### src/rtl/reg_bank_pkg.sv
// Shared types and default geometry for the register bank.
`timescale 1ns/1ps
package reg_bank_pkg;

   localparam int DEF_WIDTH = 8;
   localparam int DEF_DEPTH = 8;

   typedef enum logic {
      IDLE  = 1'b0,
      CLEAR = 1'b1
   } state_t;

endpackage

### src/rtl/reg_word.sv
// One storage word: enable-gated register with a synchronous clear that outranks the write.
`timescale 1ns/1ps
module reg_word #(
   parameter int WIDTH = 8
) (
   input  logic             clk,
   input  logic             rst_n,
   input  logic [WIDTH-1:0] d,
   input  logic             en,
   input  logic             clr,
   output logic [WIDTH-1:0] q
);

   logic [WIDTH-1:0] q_reg;

   always_ff @(posedge clk or negedge rst_n) begin
      if (!rst_n) begin
         q_reg <= '0;
      end else if (clr) begin
         q_reg <= '0;
      end else if (en) begin
         q_reg <= d;
      end
   end

   assign q = q_reg;

endmodule

### src/rtl/reg_bank.sv
// Register bank with registered read, write-through bypass and a one-word-per-cycle clear sequence.
`timescale 1ns/1ps
module reg_bank
   import reg_bank_pkg::*;
#(
   parameter int WIDTH = DEF_WIDTH,
   parameter int DEPTH = DEF_DEPTH,
   parameter int AW    = $clog2(DEPTH)
) (
   input  logic             clk,
   input  logic             rst_n,
   input  logic             wr_en,
   input  logic [AW-1:0]    wr_addr,
   input  logic [WIDTH-1:0] wr_data,
   input  logic             rd_en,
   input  logic [AW-1:0]    rd_addr,
   output logic [WIDTH-1:0] rd_data,
   output logic             rd_valid,
   input  logic             clr_start,
   output logic             busy
);

   localparam logic [AW:0]   DEPTH_W  = (AW+1)'(DEPTH);
   localparam logic [AW-1:0] LAST_IDX = AW'(DEPTH - 1);

   state_t           state_reg, state_next;
   logic [AW-1:0]    clr_idx_reg, clr_idx_next;
   logic             accept, wr_ok, rd_ok;
   logic             wr_in_range, rd_in_range;
   logic [WIDTH-1:0] word_q [DEPTH];
   logic [WIDTH-1:0] rd_word, rd_data_next;
   logic [WIDTH-1:0] rd_data_reg;
   logic             rd_valid_reg;

   always_ff @(posedge clk or negedge rst_n) begin
      if (!rst_n) begin
         state_reg   <= IDLE;
         clr_idx_reg <= '0;
      end else begin
         state_reg   <= state_next;
         clr_idx_reg <= clr_idx_next;
      end
   end

   always_comb begin
      state_next   = state_reg;
      clr_idx_next = clr_idx_reg;
      case (state_reg)
         IDLE: begin
            if (clr_start) begin
               state_next   = CLEAR;
               clr_idx_next = '0;
            end
         end
         CLEAR: begin
            if (clr_idx_reg == LAST_IDX) begin
               state_next   = IDLE;
               clr_idx_next = '0;
            end else begin
               clr_idx_next = clr_idx_reg + 1'b1;
            end
         end
         default: begin
            state_next   = IDLE;
            clr_idx_next = '0;
         end
      endcase
   end

   // A clear request in IDLE swallows any read or write presented with it.
   assign accept      = (state_reg == IDLE) && !clr_start;
   assign wr_in_range = {1'b0, wr_addr} < DEPTH_W;
   assign rd_in_range = {1'b0, rd_addr} < DEPTH_W;
   assign wr_ok       = accept && wr_en && wr_in_range;
   assign rd_ok       = accept && rd_en;
   assign busy        = (state_reg == CLEAR);

   generate
      for (genvar gi = 0; gi < DEPTH; gi++) begin : g_word
         reg_word #(.WIDTH(WIDTH)) u_word (
            .clk   (clk),
            .rst_n (rst_n),
            .d     (wr_data),
            .en    (wr_ok && (wr_addr == AW'(gi))),
            .clr   (busy && (clr_idx_reg == AW'(gi))),
            .q     (word_q[gi])
         );
      end
   endgenerate

   always_comb begin
      rd_word = '0;
      for (int i = 0; i < DEPTH; i++) begin
         if (rd_addr == AW'(i)) begin
            rd_word = word_q[i];
         end
      end
   end

   always_comb begin
      rd_data_next = rd_word;
      if (!rd_in_range) begin
         rd_data_next = '0;
      end else if (wr_ok && (wr_addr == rd_addr)) begin
         rd_data_next = wr_data;
      end
   end

   always_ff @(posedge clk or negedge rst_n) begin
      if (!rst_n) begin
         rd_data_reg  <= '0;
         rd_valid_reg <= 1'b0;
      end else begin
         rd_valid_reg <= rd_ok;
         if (rd_ok) begin
            rd_data_reg <= rd_data_next;
         end
      end
   end

   assign rd_data  = rd_data_reg;
   assign rd_valid = rd_valid_reg;

endmodule

### config.mk
export PLATFORM = sky130hd
export DESIGN_NAME = reg_bank
export DESIGN_NICKNAME = d
export VERILOG_FILES = /design/src/rtl/reg_bank_pkg.sv /design/src/rtl/reg_word.sv /design/src/rtl/reg_bank.sv
export SDC_FILE = /design/constraint.sdc
export NUM_CORES = 1
export LEC_CHECK = 0
export BUFFER_PORTS_ARGS = -buffer_cell sky130_fd_sc_hd__buf_2
export CORE_MARGIN = 1
export CORE_UTILIZATION = 60
export DETAILED_ROUTE_END_ITERATION = 7
export GPL_TIMING_DRIVEN = 0
export PLACE_DENSITY = 0.79
export SLEW_MARGIN = 10
export SYNTH_ARGS = -nofsm -noshare
export SYNTH_HDL_FRONTEND = slang
export SYNTH_HIERARCHICAL = 1
export SYNTH_SLANG_ARGS = --single-unit
### constraint.sdc
create_clock -name clk -period 2.1 [get_ports clk]
set_input_delay 0.315 -clock clk [delete_from_list [all_inputs] [get_ports clk]]
set_output_delay 0.315 -clock clk [all_outputs]
set_load 0.02 [all_outputs]
# Word-level counts from Yosys, hierarchy flattened
# Cells that the tools add are included.
[totals]
reg_bits = 77
input_bits = 19
output_inout_bits = 10
elab_cells = 100
[classes]
addsub = 1
eq_ne = 23
muxes = 31
n_bitwise = 1
n_reduce_logical = 32
[ops]
columns = ["cell", "count"]
rows = [
  ["$mux 8", 25],
  ["$eq 3x3->1 const B", 12],
  ["$logic_and 1x1->1", 20],
  ["$eq 3x2->1 const B", 6],
  ["$reduce_bool 2->1", 8],
  ["$eq 3x1->1 const B", 3],
  ["$logic_not 3->1", 3],
  ["$mux 3", 2],
  ["$pmux 3 s2", 1],
  ["$add 3x1->3 const B", 1],
  ["$eq 3x3->1", 1],
  ["$mux 1", 2],
  ["$ne 2x2->1 const B", 1],
  ["$pmux 1 s2", 1],
  ["$logic_not 1->1", 1],
  ["$not 1->1", 1],
]

# Longest topological paths before layout
# Gate-level depths: netlist of the first run.
[logic_depth]
ltp_word = 10
depth_mapped = 8
mapped_depth_nobuf = 6

# Hierarchy
# Netlist of the first run, hierarchy kept.
[modules_own_cells]
columns = ["mod", "n_inst", "cells_each", "area_per_inst_um2", "seq_area_each_um2"]
rows = [
  ["reg_word", 8, 26, 325.3, 200.2],
  ["reg_bank", 1, 183, 1391.3, 325.3],
]

# Worst setup path before layout of the first run
# Ideal clock, no wire load.
[synth_path]
path_type = "reg2reg"
start = "register state_reg, in the netlist busy"
end = "register g_word[0].u_word.q_reg[0]"
arrival_ns = 1.579
t_required_ns = 1.972
setup_slack_ns = 0.392
stages_incl_launch_ff = 8
path_buffers = 2
cell_sequence = "dfrtp_1 -> buf_2 -> nor2_2 -> nand3b_1 -> nor3_1 -> buf_6 -> mux2i_1 -> nor2_1"
[synth_via]
elab_chain_len = 5
elab_cells_between_ends = 7
classes_between = "mux: 1; bitwise: 1; reduce/logical: 5"
[synth_rtl]
columns = ["element", "line", "source"]
rows = [
  ["from (decl)", "reg_bank.sv:26", "state_t state_reg, state_next;"],
  ["from (signal assigned)", "reg_bank.sv:40", "state_reg <= state_next;"],
  ["$not 1->1", "reg_bank.sv:71", "assign accept = (state_reg == IDLE) && !clr_start;"],
  ["$logic_and 1x1->1", "reg_bank.sv:71", ""],
  ["$logic_and 1x1->1", "reg_bank.sv:74", "assign wr_ok = accept && wr_en && wr_in_range;"],
  ["$logic_and 1x1->1", "reg_bank.sv:84", ".en (wr_ok && (wr_addr == AW'(gi))),"],
  ["$reduce_bool 2->1 (no line)", "-", ""],
  ["to (signal assigned)", "reg_word.sv:18", "q_reg <= '0;"],
  ["to (signal assigned)", "reg_word.sv:20", "q_reg <= '0;"],
  ["to (signal assigned)", "reg_word.sv:22", "q_reg <= d;"],
  ["to (decl)", "reg_word.sv:14", "logic [WIDTH-1:0] q_reg;"],
]
# Several ways; a longest one is shown, not always the timed one.
# A chain may end at the register's enable or synchronous reset.

# Worst setup path after layout of the first run
[layout_path]
start = "register state_reg, in the netlist busy"
end = "register g_word[4].u_word.q_reg[0]"
[layout_via]
elab_chain_len = 5
elab_cells_between_ends = 7
classes_between = "mux: 1; bitwise: 1; reduce/logical: 5"
[layout_rtl]
columns = ["element", "line"]
rows = [
  ["$not 1->1", "reg_bank.sv:71"],
  ["$logic_and 1x1->1", "reg_bank.sv:71"],
  ["$logic_and 1x1->1", "reg_bank.sv:74"],
  ["$logic_and 1x1->1", "reg_bank.sv:84"],
  ["$reduce_bool 2->1 (no line)", "-"],
  ["to (signal assigned)", "reg_word.sv:18"],
  ["to (signal assigned)", "reg_word.sv:20"],
  ["to (signal assigned)", "reg_word.sv:22"],
  ["to (decl)", "reg_word.sv:14"],
]
# Several ways; a longest one is shown, not always the timed one.

==> results of run 1 <==
[path summary, 6_finish.rpt]
check	from	to	slack [ns]
setup / recovery	busy	g_word[4].u_word/q[0]	0.29
hold / removal	clr_start	busy	0.30
setup reg to reg	busy	g_word[4].u_word/q[0]	0.29
hold reg to reg	rd_data[1]	rd_data[1]	0.48
max in group asynchronous	rst_n	g_word[7].u_word/q[1]	1.09
min in group asynchronous	rst_n	rd_data[2]	0.45
[cell type report]
type	instances	area (um2)
plain buffers	28	183.9
clock buffers	13	178.9
clock inverters	3	65.06
fillers	490	1882
inverters	12	45.04
multi-input cells	274	1843
flip-flops and latches	77	1927
well taps	77	96.34
repair buffers	27	165.2
[stage by stage]
stage / hold WS, ns / power (mW) / util [%]
6_report: 0.2969 / 4.362 / 70.53
5_1_grt: 0.3292 / 4.611 / 70.53
4_1_cts: 0.3080 / 4.371 / 70.45
3_5_place_dp: 0.2748 / 3.048 / 66.48
3_3_place_gp: 0.4615 / 2.995 / 66.01
2_1_floorplan: 0.01941 / 2.652 / -
[repair_timing]
action,in CTS,in global routing
endpoints found under the hold margin,30,0
hold buffers,1,0
setup endpoints to repair,0,10
gates resized for setup,0,1
setup buffers,0,0
[cell usage in the layout, fill, tap and decap left out, types with 2 or more instances in the layout]
master | Yosys | layout
nand3b_1 | 7 | 7
inv_1 | 11 | 11
nor2_1 | 80 | 80
clkbuf_8 | 0 | 13
buf_4 | 3 | 4
bufinv_16 | 0 | 2
and2_1 | 2 | 2
a21oi_1 | 2 | 2
ha_1 | 6 | 6
mux4_2 | 2 | 2
o21ai_0 | 26 | 26
nand2_1 | 30 | 30
o21ai_1 | 2 | 2
and3_1 | 6 | 6
mux2i_1 | 78 | 78
clkbuf_1 | 3 | 3
mux2_2 | 7 | 7
buf_1 | 8 | 8
buf_2 | 6 | 30
a32oi_1 | 6 | 6
dfrtp_1 | 77 | 77
nor3_1 | 2 | 2
nand2b_1 | 3 | 3
buf_6 | 8 | 8
xor2_1 | 2 | 2
[report_power, final]
group	switching, mW	internal, mW
combinational	0.724	0.391
clock	0.534	0.798
sequential	0.170	1.74
[metal layers]
layer	vias to the layer above	share of wire (%)	GRT usage [%]
met5	-	0	0
met4	0	3.6	15.56
met2	92	46	42.65
li1	1396	-	-
met3	26	5.4	4.748
met1	1416	45	40.96
[critical path, cell delays in order, from the launching register on]
cell,delay [ns]
dfrtp_1,0.38
buf_2,0.18
nor2_4,0.24
nand3_1,0.18
nor3_1,0.24
buf_6,0.20
mux2i_1,0.21
nor2_1,0.06
[cells by family (layout without fill, tap and decap cells)]
family	count (synthesis)	count (layout)	synth area share (%)
muxes	87	87	22.65
DFF	77	77	48.25
xor gates and xnor gates	3	3	0.6580
adders and majority gates	6	6	1.880
AOI/OAI and AO/OA	42	42	6.266
and+or+nand+nor	136	136	14.57
buffers and inverters	40	83	5.733
==> summary.txt, run 1 <==
Outcome
  • Run status: completed

Power and ir drop
  • Pwr per Cell Area: a little under 1000 mW/mm2
  • VDD IR max: 0.0006945 V
  • Leak: ~2.1 nW

Logic synthesis
  • Yosys top cell area share: just under 50%
  • Warnings, synthesis: 6
  • Syn Inst Count: between 300 and 400
  • Mapped Area: 0.003994 mm2
  • FF+latch count, synth: 77
  • Main synth FF type: dfrtp_1
  • Synth unique cells: 37
  • Commonest cells in the netlist: nor2_1, mux2i_1, dfrtp_1, nand2_1, o21ai_0
  • Top-count cell post-synth: nor2_1
  • Synthesized area per cell: between 10 and 15 um2
  • Largest cells by area after synthesis: dfrtp_1, mux2i_1, nor2_1
  • Mapped Nets: 416
  • Register area share after synthesis: roughly 48%
  • Post-synth EDFFs: 0
  • Asr flop ratio synth: 100.0%
  • Most area-hungry cell type in the Yosys netlist: dfrtp_1

Critical path
  • Arr. time, crit path: between 2 and 2.5 ns
  • CP max FO: 8
  • Reg2Reg Depth: 7
  • CP Launch Type: flop
  • CP Class: reg -> reg
  • Req. time, crit path: around 2.3 ns
  • Worst Setup End Kind: flop

Clock tree
  • Clk sinks: between 70 and 80
  • Clock-pin slew on the worst setup and hold paths: ~0.07 ns
  • H-tree depth: 3
  • Total CTS buffers: 9
  • CTS tree: yes
  • Max Buffers Root-to-Sink: 2
  • Worst skew pair latency: between 0.3 and 0.4 ns
  • Root Driver: clkbuf_8

Min path
  • Hold Path Stages: 3
  • Hold Crit Class: in -> reg

Global route
  • Global-route wire length before repair: ~15000 um
  • Number of global-route vias before repair: around 3000
  • Gr usage total: 28.87%
  • Total gr overflow: 0
  • Largest net degree at the start of global routing: 48
  • Initial antenna violation count: 0

Timing
  • RSZ-0062 raised after global routing: no
  • # setup viols final: 0
  • Slew @ Worst Pin: 0.4890 ns
  • Final Cycle Share: ~86%
  • Final Skew: 0.01048 ns
  • Endpoints failing hold: 0
  • Setup_tns: 0 ns
  • Min cycle time layout: between 1.5 and 2 ns
  • Setup ws final: ~0.29 ns
  • Slew Viols, Final: 0
  • Relative slew slack: around two thirds
  • Max Freq: approximately 550 MHz

Detailed routing
  • Remaining antenna violation count: 0
  • Wire length per cell: ~18 um
  • Drc violations: 0
  • Vias/cell: roughly 5.7
  • Drt total wl: 9252 um
  • Vias: between 2000 and 3000
  • DRT Pass-1 Iters: 4
  • First DRT Iteration DRCs: around 180

Placed design
  • Hpwl dp: 6374 um
  • Cells after DPL: approximately 490
  • Port Buffer Count: 25
  • Setup WS pre-CTS: ~0.15 ns
  • Final estimated routing congestion in global placement: roughly 0.87
  • Dpl cell area: 0.004245 mm2

Die
  • FP Rows: 29
  • I/O pin cnt: 29
  • DIE WIDTH: roughly 84 um
  • Initial Util: 62.54%
  • Die height: around 84 um
  • Core Box Area: between 0.006 and 0.007 mm2
  • DIE AREA: approximately 0.007 mm2

Layout
  • Number of flip-flops in the largest register: 64
  • Design area: between 0.004 and 0.005 mm2
  • Syn-to-layout area delta: 12.78%
  • Non-filler cells in the finished layout: a little over 500
  • Layout Nets: approximately 450
  • Antenna cells: 0
  • Layout cells sized above 1: roughly 16%

Job
  • Total of max-cap violations: 0
(Power assumes the default switching activity.)
==> run 2: changes to the inputs <==
--- a/config.mk
+++ b/config.mk
@@ -12,2 +12,3 @@
 export GPL_TIMING_DRIVEN = 0
+export MAX_ROUTING_LAYER = met4
 export PLACE_DENSITY = 0.79
--- a/constraint.sdc
+++ b/constraint.sdc
@@ -3,2 +3,2 @@
 set_output_delay 0.315 -clock clk [all_outputs]
-set_load 0.02 [all_outputs]
+set_load 0.05 [all_outputs]
==> run 2 against run 1 <==
- clock skew down 0.0024 ns
- global-route usage up 0.87 points
- sequential power about the same
- count of clock-buffer cells in the layout unchanged
- flip-flop and latch count unchanged
==> summary.txt, run 2 (synthesis gave the netlist of run 1 again) <==
Clock tree
  • H-tree depth: 3
  • Clk sinks: 77
  • Postcts setup bufs: 0
  • Max Buffers Root-to-Sink: 2
  • Root Driver: clkbuf_8
  • Total CTS buffers: 9
  • CTS tree: yes
  • Clock-pin slew on the worst setup and hold paths: 0.07 ns
  • Worst skew pair latency: between 0.3 and 0.4 ns

Timing
  • Relative slew slack: around two thirds
  • Max Freq: around 550 MHz
  • Setup_tns: 0 ns
  • Final Skew: ~0.008 ns
  • Final hold slack: around 0.30 ns
  • Final Cycle Share: between 80% and 90%
  • Slew @ Worst Pin: roughly 0.50 ns
  • Endpoints failing hold: 0
  • # setup viols final: 0
  • Min cycle time layout: approximately 1.8 ns
  • Slew Viols, Final: 0
  • RSZ-0062 raised after global routing: no

Die
  • I/O pin cnt: 29
  • Die height: between 80 and 90 um
  • FP Rows: 29
  • DIE AREA: 0.006986 mm2
  • Core Box Area: ~0.0064 mm2
  • DIE WIDTH: approximately 84 um
  • Initial Util: a little over three fifths

Power and ir drop
  • Power after layout: around 4.5 mW
  • Leak: between 2 and 2.5 nW
  • Pwr per Cell Area: between 1000 and 1500 mW/mm2
  • VDD IR max: approximately 0.00081 V

Global route
  • GR peak layer: met2
  • Global-route wire length before repair: between 15000 and 20000 um
  • Global routing met3 resource utilization: 4.748%
  • Gr usage total: approximately 30%
  • Largest net degree at the start of global routing: 48
  • Met2 Usage GRT: between 40 and 50%
  • Number of global-route vias before repair: 2918
  • Global-route track usage on met1: around 41%
  • Initial antenna violation count: 0
  • Total gr overflow: 0

Job
  • Total of max-cap violations: 0

Critical path
  • CP top delay family: simple AND/OR/NAND/NOR gates
  • CP max FO: 8
  • CP Class: reg -> reg
  • Buf+Inv Stages, Crit Path: 2
  • Reg2Reg Depth: 7
  • RR Startpoint: busy
  • Req. time, crit path: about 2.3 ns
  • Arr. time, crit path: slightly above 2 ns
  • Largest stage delay, worst path: ~0.38 ns
  • Worst Setup End Kind: flop
  • CP Depth: 7
  • Critical-path top delay cell: dfrtp_1
  • Crit path from: busy
  • Cells along the critical path: buf_2 -> nor2_4 -> nand3_1 -> nor3_1 -> buf_6 -> mux2i_1 -> nor2_1
  • CP Launch Type: flop

Detailed routing
  • Drc violations: 0
  • Remaining antenna violation count: 0
  • First DRT Iteration DRCs: 169
  • Wire length per cell: around 18 um
  • Vias: around 3000
  • DRT Pass-1 Iters: 4
  • Vias/cell: between 5 and 6
  • Drt total wl: 9181 um

Layout
  • Layout Nets: 454
  • Most common cell after layout, fill and taps aside: nor2_1
  • Final core utilization: 70.53%
  • Antenna cells: 0
  • Layout cells sized above 1: 16.13%
  • Syn-to-layout area delta: 12.78%
  • Fill cells: 490
  • Most frequent cells in the layout: nor2_1, mux2i_1, dfrtp_1
  • Number of flip-flops in the largest register: 64

Placed design
  • Hpwl dp: 6374 um
  • Port Buffer Count: 25
  • Final estimated routing congestion in global placement: 0.8847

Min path
  • Hold_sp: clr_start
  • Hold Crit Class: in -> reg
  • Hold Path Stages: 3

Outcome
  • Run status: completed
[run 2: cell counts in the layout (fill, tap and decap cells not counted)]
No cell type changed its count.
[run 2: worst min-delay path, cell delays in order]
cell    delay (ns)
buf_2         0.10
nor2_4        0.07
nor2_1        0.11
[run 2: final timing paths]
path	endpoint	slack (ns)
min in group asynchronous	rd_data[2]	0.45
worst min-delay path	busy	0.30
worst max register to register	g_word[4].u_word/q[0]	0.30
worst min register to register	rd_data[0]	0.48
max in group asynchronous	g_word[7].u_word/q[1]	1.09
worst max-delay path	g_word[4].u_word/q[0]	0.30
[run 2: cell type report]
| type | count | area (um2) | share of cell area [%] |
|---|---|---|---|
| inverters | 12 | 45.04 | 1.000 |
| repair buffers | 27 | 165.2 | 3.667 |
| plain buffers | 28 | 183.9 | 4.083 |
| multi-input cells | 274 | 1843 | 40.92 |
| flip-flops and latches | 77 | 1927 | 42.78 |
| clock buffers | 13 | 178.9 | 3.972 |
| clock inverters | 3 | 65.06 | 1.444 |
| well taps | 77 | 96.34 | 2.139 |
[run 2: report_power, final]
group	switching, mW	internal, mW	leakage (nW)
Clock	0.529	0.798	0.126
Sequential	0.170	1.75	1.05
Combinational	0.878	0.391	0.899
Total	1.58	2.93	2.08
[run 2: per-layer routing]
layer	up-vias	routed length (um)
li1	1397	-
met1	1421	4156
met2	94	4272
met3	21	518
met4	0	233
met5	-	0
[run 2: repair_timing]
item,CTS,global route
resized for setup,0,1
hold buffers,1,0
endpoints found under the setup margin,0,10
hold endpoints to repair,30,0
[run 2: metrics by stage]
stage	setup slack [ns]	std cells	cell area, um2
global placement	0.1881	493	4215
CTS	0.1474	511	4499
finish	0.2980	511	4504
detailed placement	0.1525	494	4245
floorplan	0.2264	391	3994
global route	0.1233	511	4504
==> run 3: changes to the inputs <==
Settings changed: CORE_UTILIZATION 60 to 50, CTS_BUF_LIST set to sky130_fd_sc_hd__clkbuf_4 sky130_fd_sc_hd__clkbuf_8, PLACE_DENSITY 0.79 to 0.68.
==> run 3 against run 2 <==
- clock power grew 8%
- critical endpoint is now g_word[4].u_word/q[5]
- sequential power is essentially flat
- final cell count grew 4.9%
- non-clock buffer count is the same
==> summary.txt, run 3 (synthesis gave the netlist of run 1 again) <==
Timing
  • Final hold slack: about 0.3 ns
  • Slew @ Worst Pin: between 0.5 and 0.6 ns
  • Min cycle time layout: between 1.5 and 2 ns
  • Final Cycle Share: about nine tenths
  • Setup_tns: 0 ns
  • # setup viols final: 0
  • Setup ws final: 0.2309 ns
  • Relative slew slack: approximately two thirds
  • Max Freq: roughly 540 MHz
  • RSZ-0062 raised after global routing: no
  • Slew Viols, Final: 0
  • Endpoints failing hold: 0
  • Final Skew: about 0.0078 ns

Power and ir drop
  • Pwr per Cell Area: a little over 1000 mW/mm2
  • Share of power burned in combinational logic: about 28%
  • Clock share of power: a little under a third
  • Leak: about 2.1 nW
  • Int Pwr: a little over 3 mW
  • Flop pwr share: 41.3%
  • Switching Fraction: approximately 34%
  • VDD IR max: 0.0007903 V
  • Net Switching: between 1.5 and 2 mW

Min path
  • Worst Hold Endpoint: busy
  • Hold_sp: clr_start
  • Hold Crit Class: in -> reg
  • Hold Path Stages: 3

Layout
  • Multi-input gate area: approximately 0.0018 mm2
  • Layout Nets: 454
  • Number of flip-flops in the largest register: between 60 and 70
  • Antenna cells: 0
  • Register area: approximately 0.0019 mm2
  • Most common cell after layout, fill and taps aside: nor2_1
  • Most frequent cells in the layout: nor2_1, mux2i_1, dfrtp_1
  • Fill cells: 665
  • Layout cells sized above 1: around 16%
  • Syn-to-layout area delta: 14.04%

Placed design
  • Hpwl dp: approximately 6700 um
  • Port Buffer Count: 25
  • Final estimated routing congestion in global placement: roughly 0.90
  • Setup WS pre-CTS: between 0.07 and 0.08 ns

Clock tree
  • Postcts setup bufs: 0
  • H-tree depth: 3
  • Root Driver: clkbuf_8
  • Clock-pin slew on the worst setup and hold paths: approximately 0.070 ns
  • Clk sinks: 77
  • Total CTS buffers: 9
  • CTS tree: yes
  • Max Buffers Root-to-Sink: 2
  • Worst skew pair latency: roughly 0.34 ns

Detailed routing
  • First DRT Iteration DRCs: 161
  • Wire length per cell: ~18 um
  • DRT Pass-1 Iters: 4
  • Drt total wl: between 9000 and 10000 um
  • Remaining antenna violation count: 0
  • Vias/cell: 5.442
  • Vias: slightly below 3000
  • Drc violations: 0

Critical path
  • Critical-path top delay cell: dfrtp_1
  • RR Endpoint: g_word[4].u_word/q[5]
  • CP Class: reg -> reg
  • Largest stage delay, worst path: approximately 0.38 ns
  • CP Launch Type: flop
  • Worst Setup End Kind: flop
  • Req. time, crit path: around 2.3 ns
  • CP max FO: 8
  • RR Startpoint: busy
  • Reg2reg setup slack: roughly 0.23 ns
  • Arr. time, crit path: 2.08 ns
  • Reg2Reg Depth: 7
  • Cells along the critical path: buf_2 -> nor2_4 -> nand3_1 -> nor3_1 -> buf_6 -> mux2i_1 -> nor2_1

Global route
  • Initial antenna violation count: 0
  • Total gr overflow: 0
  • Global-route wire length before repair: approximately 15000 um
  • Largest net degree at the start of global routing: 58
  • Gr usage total: approximately 25%
  • Number of global-route vias before repair: between 2000 and 3000

Die
  • Core Box Area: between 0.007 and 0.008 mm2
  • Die height: between 90 and 100 um
  • DIE WIDTH: 91.38 um
  • FP Rows: 32
  • Initial Util: 51.68%
  • DIE AREA: 0.008349 mm2
  • I/O pin cnt: 29

Job
  • Total of max-cap violations: 0

Outcome
  • Run status: completed
[run 3: worst max path at each step]
stage          start                     to  slack, ns  cells past startpoint
4_1_cts         busy  g_word[4].u_word/q[5]       0.06                      7
2_1_floorplan   busy  g_word[0].u_word/q[0]       0.23                      7
5_1_grt         busy  g_word[0].u_word/q[7]       0.07                      7
3_5_place_dp    busy  g_word[4].u_word/q[5]       0.07                      7
6_report        busy  g_word[4].u_word/q[5]       0.23                      7
3_3_place_gp    busy  g_word[4].u_word/q[0]       0.09                      7
[run 3: power groups by stage]
| stage | clock [mW] | combinational (mW) | sequential, mW |
|---|---|---|---|
| final | 1.43 | 1.28 | 1.91 |
| after global routing | 1.51 | 1.43 | 1.94 |
| after CTS | 1.45 | 1.29 | 1.91 |
| after detailed placement | 0 | 1.28 | 1.93 |
| after global placement | 0 | 1.25 | 1.92 |
| after floorplan | 0 | 0.671 | 2.13 |
[run 3: metal layers]
layer,part of all wire (%),track usage [%],up-vias
met1,46,33.88,1426
met3,3.8,3.853,22
met4,3.2,11.64,0
li1,-,-,1396
met2,47,38.51,73
met5,0,-,-
[run 3: critical path: cells and delay by family (launching register included)]
family	cells	cell delay (ns)
buffers and inverters	2	0.38
and+or+nand+nor	4	0.76
muxes	1	0.21
DFF	1	0.38
[run 3: layout make-up]
class	count	area share, %
repair buffers	27	3.626
well taps	102	2.802
inverters	12	0.9890
multi-input cells	274	40.47
plain buffers	28	4.038
clock buffers	13	3.791
clock inverters	3	1.978
flip-flops and latches	77	42.31
[run 3: repair_timing]
| action | 4_1_cts | 5_1_grt |
|---|---|---|
| hold buffers | 1 | 0 |
| endpoints found under the setup margin | 0 | 22 |
| endpoints found under the hold margin | 20 | 0 |
| resized for setup | 0 | 1 |
[run 3: stage by stage]
stage | utilization, % | std cells | power [mW] | cell area [um2]
2_1_floorplan | - | 391 | 2.806 | 3994
3_3_place_gp | 54.95 | 518 | 3.171 | 4247
5_1_grt | 58.94 | 536 | 4.876 | 4554
3_5_place_dp | 55.34 | 519 | 3.214 | 4277
4_1_cts | 58.87 | 536 | 4.645 | 4549
6_report | 58.94 | 536 | 4.628 | 4554
